===== src/rtl/serial_sub_pkg.sv =====
// Shared definitions for the bit-serial subtractor: controller states and
// the default operand width.
package serial_sub_pkg;

  typedef enum logic [1:0] {
    IDLE = 2'd0,
    RUN  = 2'd1,
    DONE = 2'd2
  } state_t;

  localparam int DEFAULT_WIDTH = 8;

endpackage


===== src/rtl/fullsub_cell.sv =====
// One-bit full subtractor: d = a - b - bin (mod 2), bo set when the
// subtraction had to borrow from the next bit position.
module fullsub_cell (
  input  logic a,
  input  logic b,
  input  logic bin,
  output logic d,
  output logic bo
);

  // Difference is the parity of the three inputs; a borrow is needed when
  // b exceeds a, or when a equals b and a borrow is already pending.
  always_comb begin
    d  = a ^ b ^ bin;
    bo = (~a & b) | (~(a ^ b) & bin);
  end

endmodule


===== src/rtl/serial_sub_ctrl.sv =====
// Bit-serial subtractor: one fullsub_cell is reused for every operand bit,
// LSB first, one bit per clock. Operands are captured on an accepted start,
// the result is published (and held) when the last bit has been processed.
module serial_sub_ctrl
  import serial_sub_pkg::*;
#(
  parameter int WIDTH = DEFAULT_WIDTH
) (
  input  logic             clk,
  input  logic             rst,
  input  logic             start,
  input  logic [WIDTH-1:0] a,
  input  logic [WIDTH-1:0] b,
  input  logic             bin,
  output logic             ready,
  output logic             busy,
  output logic             done,
  output logic [WIDTH-1:0] diff,
  output logic             bout
);

  // Counter must be able to hold WIDTH so the increment on the final bit
  // never wraps.
  localparam int CNT_W = $clog2(WIDTH + 1);

  state_t state_q;
  state_t state_d;

  logic [WIDTH-1:0] a_sh;
  logic [WIDTH-1:0] b_sh;
  logic [WIDTH-1:0] diff_sh;
  logic [WIDTH-1:0] diff_next;
  logic             br;
  logic [CNT_W-1:0] cnt;
  logic             last_bit;
  logic             cell_d;
  logic             cell_bo;

  fullsub_cell u_cell (
    .a   (a_sh[0]),
    .b   (b_sh[0]),
    .bin (br),
    .d   (cell_d),
    .bo  (cell_bo)
  );

  // The bit being processed this cycle is the final one when the counter
  // has reached WIDTH-1; the partial result gains the new bit at its MSB.
  always_comb begin
    last_bit  = (cnt == CNT_W'(WIDTH - 1));
    diff_next = (diff_sh >> 1) | (WIDTH'(cell_d) << (WIDTH - 1));
  end

  // State register.
  always_ff @(posedge clk or posedge rst) begin
    if (rst) begin
      state_q <= IDLE;
    end else begin
      state_q <= state_d;
    end
  end

  // Next-state logic: start is only honoured in IDLE, DONE lasts one cycle.
  always_comb begin
    state_d = state_q;
    case (state_q)
      IDLE:    if (start) state_d = RUN;
      RUN:     if (last_bit) state_d = DONE;
      DONE:    state_d = IDLE;
      default: state_d = IDLE;
    endcase
  end

  // Handshake flags are decoded straight from the state, so exactly one is high.
  always_comb begin
    ready = (state_q == IDLE);
    busy  = (state_q == RUN);
    done  = (state_q == DONE);
  end

  // Datapath: capture operands on accept, shift one bit per RUN cycle, and
  // publish the complete result only on the final bit so partial values are
  // never visible on diff/bout.
  always_ff @(posedge clk or posedge rst) begin
    if (rst) begin
      a_sh    <= '0;
      b_sh    <= '0;
      diff_sh <= '0;
      br      <= 1'b0;
      cnt     <= '0;
      diff    <= '0;
      bout    <= 1'b0;
    end else begin
      case (state_q)
        IDLE: begin
          if (start) begin
            a_sh    <= a;
            b_sh    <= b;
            br      <= bin;
            cnt     <= '0;
            diff_sh <= '0;
          end
        end
        RUN: begin
          a_sh    <= a_sh >> 1;
          b_sh    <= b_sh >> 1;
          br      <= cell_bo;
          cnt     <= cnt + CNT_W'(1);
          diff_sh <= diff_next;
          if (last_bit) begin
            diff <= diff_next;
            bout <= cell_bo;
          end
        end
        default: begin
        end
      endcase
    end
  end

endmodule


===== config.mk =====
export PLATFORM = sky130hd
export DESIGN_NAME = serial_sub_ctrl
export DESIGN_NICKNAME = d
export VERILOG_FILES = /design/src/rtl/serial_sub_pkg.sv /design/src/rtl/fullsub_cell.sv /design/src/rtl/serial_sub_ctrl.sv
export SDC_FILE = /design/constraint.sdc
export NUM_CORES = 1
export LEC_CHECK = 0
export BUFFER_PORTS_ARGS = -buffer_cell sky130_fd_sc_hd__buf_2
export CAP_MARGIN = 20
export CORE_MARGIN = 2
export CORE_UTILIZATION = 58
export CTS_CLUSTER_SIZE = 10
export DETAILED_ROUTE_END_ITERATION = 8
export PLACE_DENSITY = 0.83
export SYNTH_ARGS = -nofsm -noshare
export SYNTH_HDL_FRONTEND = slang
export SYNTH_SLANG_ARGS = --single-unit

===== constraint.sdc =====
create_clock -name clk -period 2.75 [get_ports clk]
set_clock_uncertainty 0.15 [all_clocks]
set_input_delay 0.1375 -clock clk [delete_from_list [all_inputs] [get_ports clk]]
set_output_delay 0.1375 -clock clk [all_outputs]
set_load 0.05 [all_outputs]

Yosys cells after proc, flatten, opt, wreduce, memory -nomap -nowiden:

Cells that the tools add are included.

* logic and storage cells: 40
* input port bits: 20
* register bits: 40

* reductions and logical operators: 5
* bitwise operators: 8
* multiplexer cells: 13
* equal/unequal tests: 5
* $add $sub $neg: 1

Operators with widths (count)
* one-hot mux 8 bit (2 select lines): 3
* 2-to-1 mux 8 bit: 3
* OR 7 x 8 -> 8 bit: 1
* one-hot mux 4 bit (2 select lines): 1
* AND reduction 2 bit: 3
* adder 4 x 1 -> 4 bit, second input constant: 1
* == test 4 x 3 -> 1 bit, second input constant: 1
* 2-to-1 mux 2 bit: 2
* 2-to-1 mux 4 bit: 1
* one-hot mux 2 bit (2 select lines): 1
* AND 1 bit: 2
* == test 2 x 1 -> 1 bit, second input constant: 1
* == test 2 bit, second input constant: 1
* logical NOT 2 bit: 1
* != test 2 x 1 -> 1 bit, second input constant: 1
* != test 2 bit, second input constant: 1
* NOT 1 bit: 2
* one-hot mux 1 bit (2 select lines): 1
* nonzero test 2 bit: 1
* XOR 1 bit: 2
* 2-to-1 mux 1 bit: 1
* OR 1 bit: 1

Logic depth before layout (Yosys ltp):

Gate-level depths: netlist of run 1.

* depth in word-level cells: 5
* gate-level depth with buffers: 5
* mapped depth without buffers: 4

By module:

A second synthesis of run 1 with hierarchy kept.

* cell total of the unflattened synthesis: 155
* area, all modules: 1749.2 µm²

By module, submodules not included
* serial_sub_ctrl: times used 1, area each 1717.9 µm², cells each 151, seq. area each 975.9 µm²
* fullsub_cell: times used 1, area each 31.3 µm², cells each 4, seq. area each 0.0 µm²

Worst setup path before layout of run 1:

OpenSTA, ideal clock, no wires.

* kind: register -> register
* start: register state_q[0]
* end: register a_sh[7]
* stages on the path, launching flop included: 4
* buffers on the path: 1
* required time: 2.530 ns
* arrival time: 1.578 ns
* path slack: 0.952 ns
* cells stage by stage: dfrtp_1 clkbuf_1 nor2_1 a32o_1

* word-level cells in the longest chain between the ends: 3
* elaborated cells between the ends (all ways): 6
* those cells by class: eq/ne (2); mux (1); reduce/logical (3)

Ends and longest elaborated chain
* start, declared: line serial_sub_ctrl.sv:26 `state_t state_q;`
* start signal, assigned: line serial_sub_ctrl.sv:59 `state_q <= state_d;`
* logical NOT 2 bit (*)
* named net ready: line serial_sub_ctrl.sv:15 `output logic ready,`
* != test 2 bit (no source line) / nonzero test 2 bit (equally long branches)
* AND reduction 2 bit (no source line)
* end signal, assigned: line serial_sub_ctrl.sv:105 `a_sh <= a_sh >> 1;`
* end, declared: line serial_sub_ctrl.sv:29 `logic [WIDTH-1:0] a_sh;`

The timed path passes the listed nets; every way through them passes the cells marked *.
A chain may end at the register's enable or synchronous reset.

Final worst setup path of run 1:

* start: register state_q[0]
* end: output port busy

* word-level cells in the longest chain between the ends: 1

Ends and longest elaborated chain
* == test 2 x 1 -> 1 bit: line serial_sub_ctrl.sv:77 `busy = (state_q == RUN);`
* end, declared: line serial_sub_ctrl.sv:16 `output logic busy,`

No other way between the ends.

==> results of run 1 <==
worst max-delay path by stage:
| stage | startpoint | to | slack [ns] | depth (start not counted) |
|---|---|---|---|---|
| after floorplan | state_q[0] | a_sh[7] | 0.95 | 3 |
| after global placement | state_q[0] | diff[7] | 0.90 | 3 |
| after detailed placement | state_q[0] | diff[0] | 0.77 | 3 |
| after CTS | state_q[0] | busy | 0.58 | 3 |
| after global routing | state_q[0] | busy | 0.45 | 3 |
| final | state_q[0] | busy | 0.57 | 3 |
final cells by class:
class / instances / share of cell area, %
Clock buffer: 5 / 1.82
Clock inverter: 3 / 2.13
Inverter: 5 / 0.912
Multi-Input combinational cell: 99 / 33.4
Sequential cell: 39 / 47.4
Tap cell: 31 / 1.89
Timing Repair Buffer: 42 / 12.4
cell usage in the layout (no fill, tap or decap), drive strengths merged, types with 7 or more instances in the layout:
| cell type | n |
|---|---|
| dlygate4sd3 | 7 |
| buf | 35 |
| a22o | 9 |
| and3b | 10 |
| dfrtp | 39 |
| mux2 | 9 |
| a21oi | 15 |
| o21ai | 15 |
| nand2 | 13 |
critical path: stages, from the launching register on:
cell	delay [ns]
dfrtp_1	0.67
nand2b_2	0.17
inv_1	0.36
buf_2	0.35
cells by family (layout without fill, tap and decap cells):
logic type / after synthesis / in the layout / share of synthesized area [%]
flops: 39 / 39 / 56.6
mux: 10 / 10 / 6.46
simple gates: 37 / 37 / 13.0
fa+ha+maj: 2 / 2 / 1.89
buf+inv: 15 / 55 / 3.56
compound gates: 50 / 50 / 18.5
power breakdown:
part           switching [mW]  internal, mW  total (mW)
logic                   0.570         0.346       0.916
registers               0.161         0.798       0.959
clock network           0.190         0.191       0.382
total                   0.921          1.34        2.26
state kept, by name (all words and copies together) (netlist names):
name / count
state_q: 2
a_sh: 8
bout: 1
diff: 8
diff_sh: 7
cnt: 4
b_sh: 8
br: 1
stage by stage:
stage,area (µm²),cells,setup slack [ns]
global route,2060,224,0.453
finish,2060,224,0.566
CTS,2060,224,0.578
floorplan,1720,153,0.952
detailed placement,1910,209,0.772
global placement,1910,209,0.896
routing by layer:
layer / part of all wire [%] / wire, µm / GRT usage (%)
met3: 4.9 / 166 / 6.37
met2: 48 / 1630 / 36.8
met1: 45 / 1530 / 30.1
met4: 1.6 / 54 / 9.63
met5: 0 / 0 / 0
==> results_dict.tcl, run 1 <==
set metrics [dict create \
    syn_area_per_cell_um2 11.3 \
    synth-main-ff-cell "dfrtp_1" \
    synth_cells 153 \
    ys_types 26 \
    crit_type "register to primary output" \
    hold_violations 0 \
    cp.required_ns 2.46 \
    grt_start_max_net_pins 24 \
    cap_violations 0 \
    synth_seq_area_share_pct 56.6 \
    rows 19 \
    synth_area_leaders "dfrtp_1 57%, mux2_2 5.9%, and3b_1 5.1%, a22o_1 4.6%, a21oi_1 4.4%" \
    root_buffer "clkbuf_4" \
    worst_hold_startpoint "bin" \
    seqCellArea_um2 976 \
    holdWs_ns 0.0285 \
    gp_congestion 0.760 \
    portBuffers 31 \
    grt.overflow.total 0 \
    grt_usage_pct 23.1 \
    firstDrtPassIters 4 \
    cts_hold_buf 7 \
    remaining_drc_errors 0 \
    wl_per_cell_um 15.1 \
    multi_input_area_um2 687 \
    via_count 1301 \
    syn_nets 175 \
    tritoncts "built" \
    yosys.area.top_type "dfrtp_1" \
    synth_area_um2 1720 \
    grt_pass1_wl_mm 5.88 \
    period_share_pct 79.4 \
    start_util_pct 62.0 \
    outcome "finished clean" \
    fillCellCount 211 \
    n_antenna_cell 0 \
    grt_pass1_vias 1321 \
    critPathMaxFanout 17 \
    maxSlewHeadroom_pct 44.0 \
    worst_slew_pin_slew_ns 0.839 \
    ctsResizeCount 0 \
    arrival_ns 1.90 \
    postSynth.asyncResetShare_pct 100 \
    die_y_um 58.5 \
    synth_common_cells "39 x dfrtp_1, 15 x a21oi_1, 15 x o21ai_0" \
    via_per_inst 5.81 \
    slew_violations 0 \
    r2r_end "diff[0]" \
    dp_hpwl_mm 2.20 \
    yosys_warnings 0 \
    synth_top_area_share_pct 56.6 \
    finalPower_mw 2.26 \
    tns_ns 0 \
    endpoint_kind "primary output" \
    min_to "br" \
    regToRegSetupSlack_ns 0.77 \
    nets 214 \
    totalWireLength_mm 3.39 \
    min_period_ns 2.18 \
    path_clk_slew_ns 0.11 \
    rsz0062_at_grt "false" \
    synth_most_common_cell "dfrtp_1" \
    layout-drive-gt1-share_pct 28.0 \
    syn_to_final_growth_pct 19.3 \
    clk_latency_ns 0.35 \
    die-width_um 58.5 \
    finish.utilization_pct 74.0 \
    p_per_area_nw_per_um2 1100 \
    cts_buffer_depth 2 \
    vdd_drop_max_mv 1.03 \
    dieArea_um2 3420 \
    antenna_found_initial 0 \
    hold_class "input pin to register" \
    postCtsSetupBuffers 0 \
    cts_sinks 39 \
    reg2reg_from "state_q[0]" \
    synth_edf_count 0 \
    placeableCoreArea_um2 2780 \
    ant_nets 0 \
    ys_seq_elements 39 \
    ctsHtreeMaxLevel 2 \
    setup-violations-final 0 \
    rr_worst_depth 3 \
    drtIter0Drc 51 \
    pin_count 32 \
    hold_depth 4 \
    p_leak_nw 1.03 \
    fmax_ghz 0.458 \
    cts_made_buffers 5 \
    worstSetupStartpointType "register" \
]
Note: power is estimated with default switching activity, not from simulation.
==> run 2: changes to the inputs <==
--- a/config.mk
+++ b/config.mk
@@ -8,10 +8,10 @@
 export BUFFER_PORTS_ARGS = -buffer_cell sky130_fd_sc_hd__buf_2
 export CAP_MARGIN = 20
 export CORE_MARGIN = 2
-export CORE_UTILIZATION = 58
+export CORE_UTILIZATION = 49
 export CTS_CLUSTER_SIZE = 10
 export DETAILED_ROUTE_END_ITERATION = 8
-export PLACE_DENSITY = 0.83
+export PLACE_DENSITY = 0.75
 export SYNTH_ARGS = -nofsm -noshare
 export SYNTH_HDL_FRONTEND = slang
 export SYNTH_SLANG_ARGS = --single-unit
==> constraint.sdc (replaced) <==
create_clock -name clk -period 1.8 [get_ports clk]
set_clock_uncertainty 0.15 [all_clocks]
set_input_delay 0.09 -clock clk [delete_from_list [all_inputs] [get_ports clk]]
set_output_delay 0.09 -clock clk [all_outputs]
set_load 0.05 [all_outputs]
==> results_dict.tcl, run 2 (synthesized netlist as in run 1, its figures left out) <==
set metrics [dict create \
    antenna_found_initial 0 \
    worstSetupStartpointType "register" \
    dieArea_um2 4010 \
    remaining_drc_errors 0 \
    setup-violations-final 0 \
    critPathMaxFanout 33 \
    reg2reg_from "cnt[0]" \
    n_antenna_cell 0 \
    grt_start_max_net_pins 40 \
    wl_per_cell_um 13.7 \
    hold_depth 4 \
    slew_violations 0 \
    crit_family "buffers and inverters" \
    slowest_delay_ns 0.41 \
    layout.cells.most_common "dfrtp_1" \
    rr_worst_depth 5 \
    outcome "finished clean" \
    setup_ws_ns 0.126 \
    place_area_um2 1950 \
    path_clk_slew_ns 0.11 \
    grt_usage_pct 18.6 \
    min_period_ns 1.67 \
    grt_pass1_wl_mm 5.77 \
    cap_violations 0 \
    regToRegSetupSlack_ns 0.13 \
    totalWireLength_mm 3.39 \
    cts_buffer_depth 2 \
    path_cells "buf_4, nor2_2, clkbuf_4" \
    top_regs "a_sh (8), b_sh (8), diff (8)" \
    multi_input_area_um2 689 \
    dp_hpwl_mm 2.20 \
    rows 21 \
    wirelength_met1_mm 1.48 \
    period_share_pct 93.0 \
    clk_latency_ns 0.34 \
    crit_type "register to primary output" \
    min_to "b_sh[5]" \
    routed.top_layer "met4" \
    fin_area_um2 2180 \
    firstDrtPassIters 4 \
    rsz0062_at_grt "false" \
    arrival_ns 1.43 \
    vdd_drop_max_mv 0.558 \
    via_per_inst 5.34 \
    fillCellCount 302 \
    tns_ns 0 \
    p_per_area_nw_per_um2 1620 \
    crit_buf_inv 2 \
    nets 223 \
    wl_met2_mm 1.70 \
    cp.required_ns 1.56 \
    r2r_end "diff[2]" \
    fmax_ghz 0.597 \
    layout-drive-gt1-share_pct 29.7 \
    seqCellArea_um2 976 \
    pin_count 32 \
    maxSlewHeadroom_pct 68.1 \
    start_util_pct 51.3 \
    layout_common_cells "39 x dfrtp_1, 29 x buf_2, 15 x a21oi_1, 15 x o21ai_0, 13 x nand2_1" \
    p_leak_nw 1.07 \
    hold_violations 0 \
    die_y_um 63.3 \
    endpoint_kind "primary output" \
    dp_slack_ns 0.0316 \
    finalPower_mw 3.54 \
    syn_to_final_growth_pct 26.7 \
    tritoncts "built" \
    ctsHtreeMaxLevel 2 \
    hold_class "input pin to register" \
    placeableCoreArea_um2 3360 \
    cts_made_buffers 5 \
    worst_slew_pin_slew_ns 0.479 \
    root_buffer "clkbuf_4" \
    via_count 1325 \
    drtIter0Drc 56 \
    ant_nets 0 \
    worst_hold_startpoint "b[5]" \
    die-width_um 63.3 \
    wl_met3_um 161 \
    cts_sinks 39 \
    crit_path_top_delay_cell "dfrtp_1" \
    gp_congestion 0.793 \
    grt_pass1_vias 1313 \
    grt.overflow.total 0 \
    portBuffers 31 \
]
run 2: metrics by stage:
step	std cells	hold slack, ns	util (%)
after floorplan	153	0.110	-
after global placement	227	0.0654	57.9
after detailed placement	227	0.0856	57.9
after CTS	247	0.00212	64.0
after global routing	248	0.0184	65.0
final	248	0.0176	65.0
run 2: worst max path at each step:
| stage | startpoint | cells past startpoint | slack, ns | endpoint |
|---|---|---|---|---|
| after floorplan | state_q[0] | 3 | 0.002 | a_sh[7] |
| after global placement | cnt[0] | 4 | 0.10 | diff[0] |
| after detailed placement | cnt[0] | 4 | 0.03 | diff[3] |
| after CTS | cnt[0] | 4 | 0.01 | diff[2] |
| after global routing | cnt[0] | 5 | 0.005 | diff[1] |
| final | state_q[0] | 3 | 0.13 | ready |
run 2: worst min-delay path: cells and delay by family:
kind | cells | cell delay [ns]
AO/OA/AOI/OAI | 2 | 0.18
AND/OR/NAND/NOR | 1 | 0.14
buffers and inverters | 1 | 0.07
run 2: repair_timing:
action                                 in CTS  in global routing
hold buffers                               12                  0
setup buffers                               0                  1
endpoints found under the hold margin      50                  0
setup endpoints to repair                   0                 11
gates resized for setup                     0                  4
run 2: area by class of cell:
cell class / instances / share of cell area [%]
sequential: 39 / 44.7
multi-input combinational: 99 / 31.6
timing repair buffer: 51 / 16.2
tap: 46 / 2.63
clock buffer: 6 / 2.35
clock inverter: 2 / 1.60
inverter: 5 / 1.03
run 2: power breakdown:
| part | total (mW) | switching (mW) | internal (mW) |
|---|---|---|---|
| clock network | 0.599 | 0.271 | 0.328 |
| logic | 1.49 | 0.901 | 0.592 |
| registers | 1.45 | 0.230 | 1.22 |
run 2: layer usage:
layer	up-vias	global-route usage [%]
met2	37	31.4
li1	643	-
met3	5	6.07
met5	-	0
met1	640	22.6
met4	0	5.43
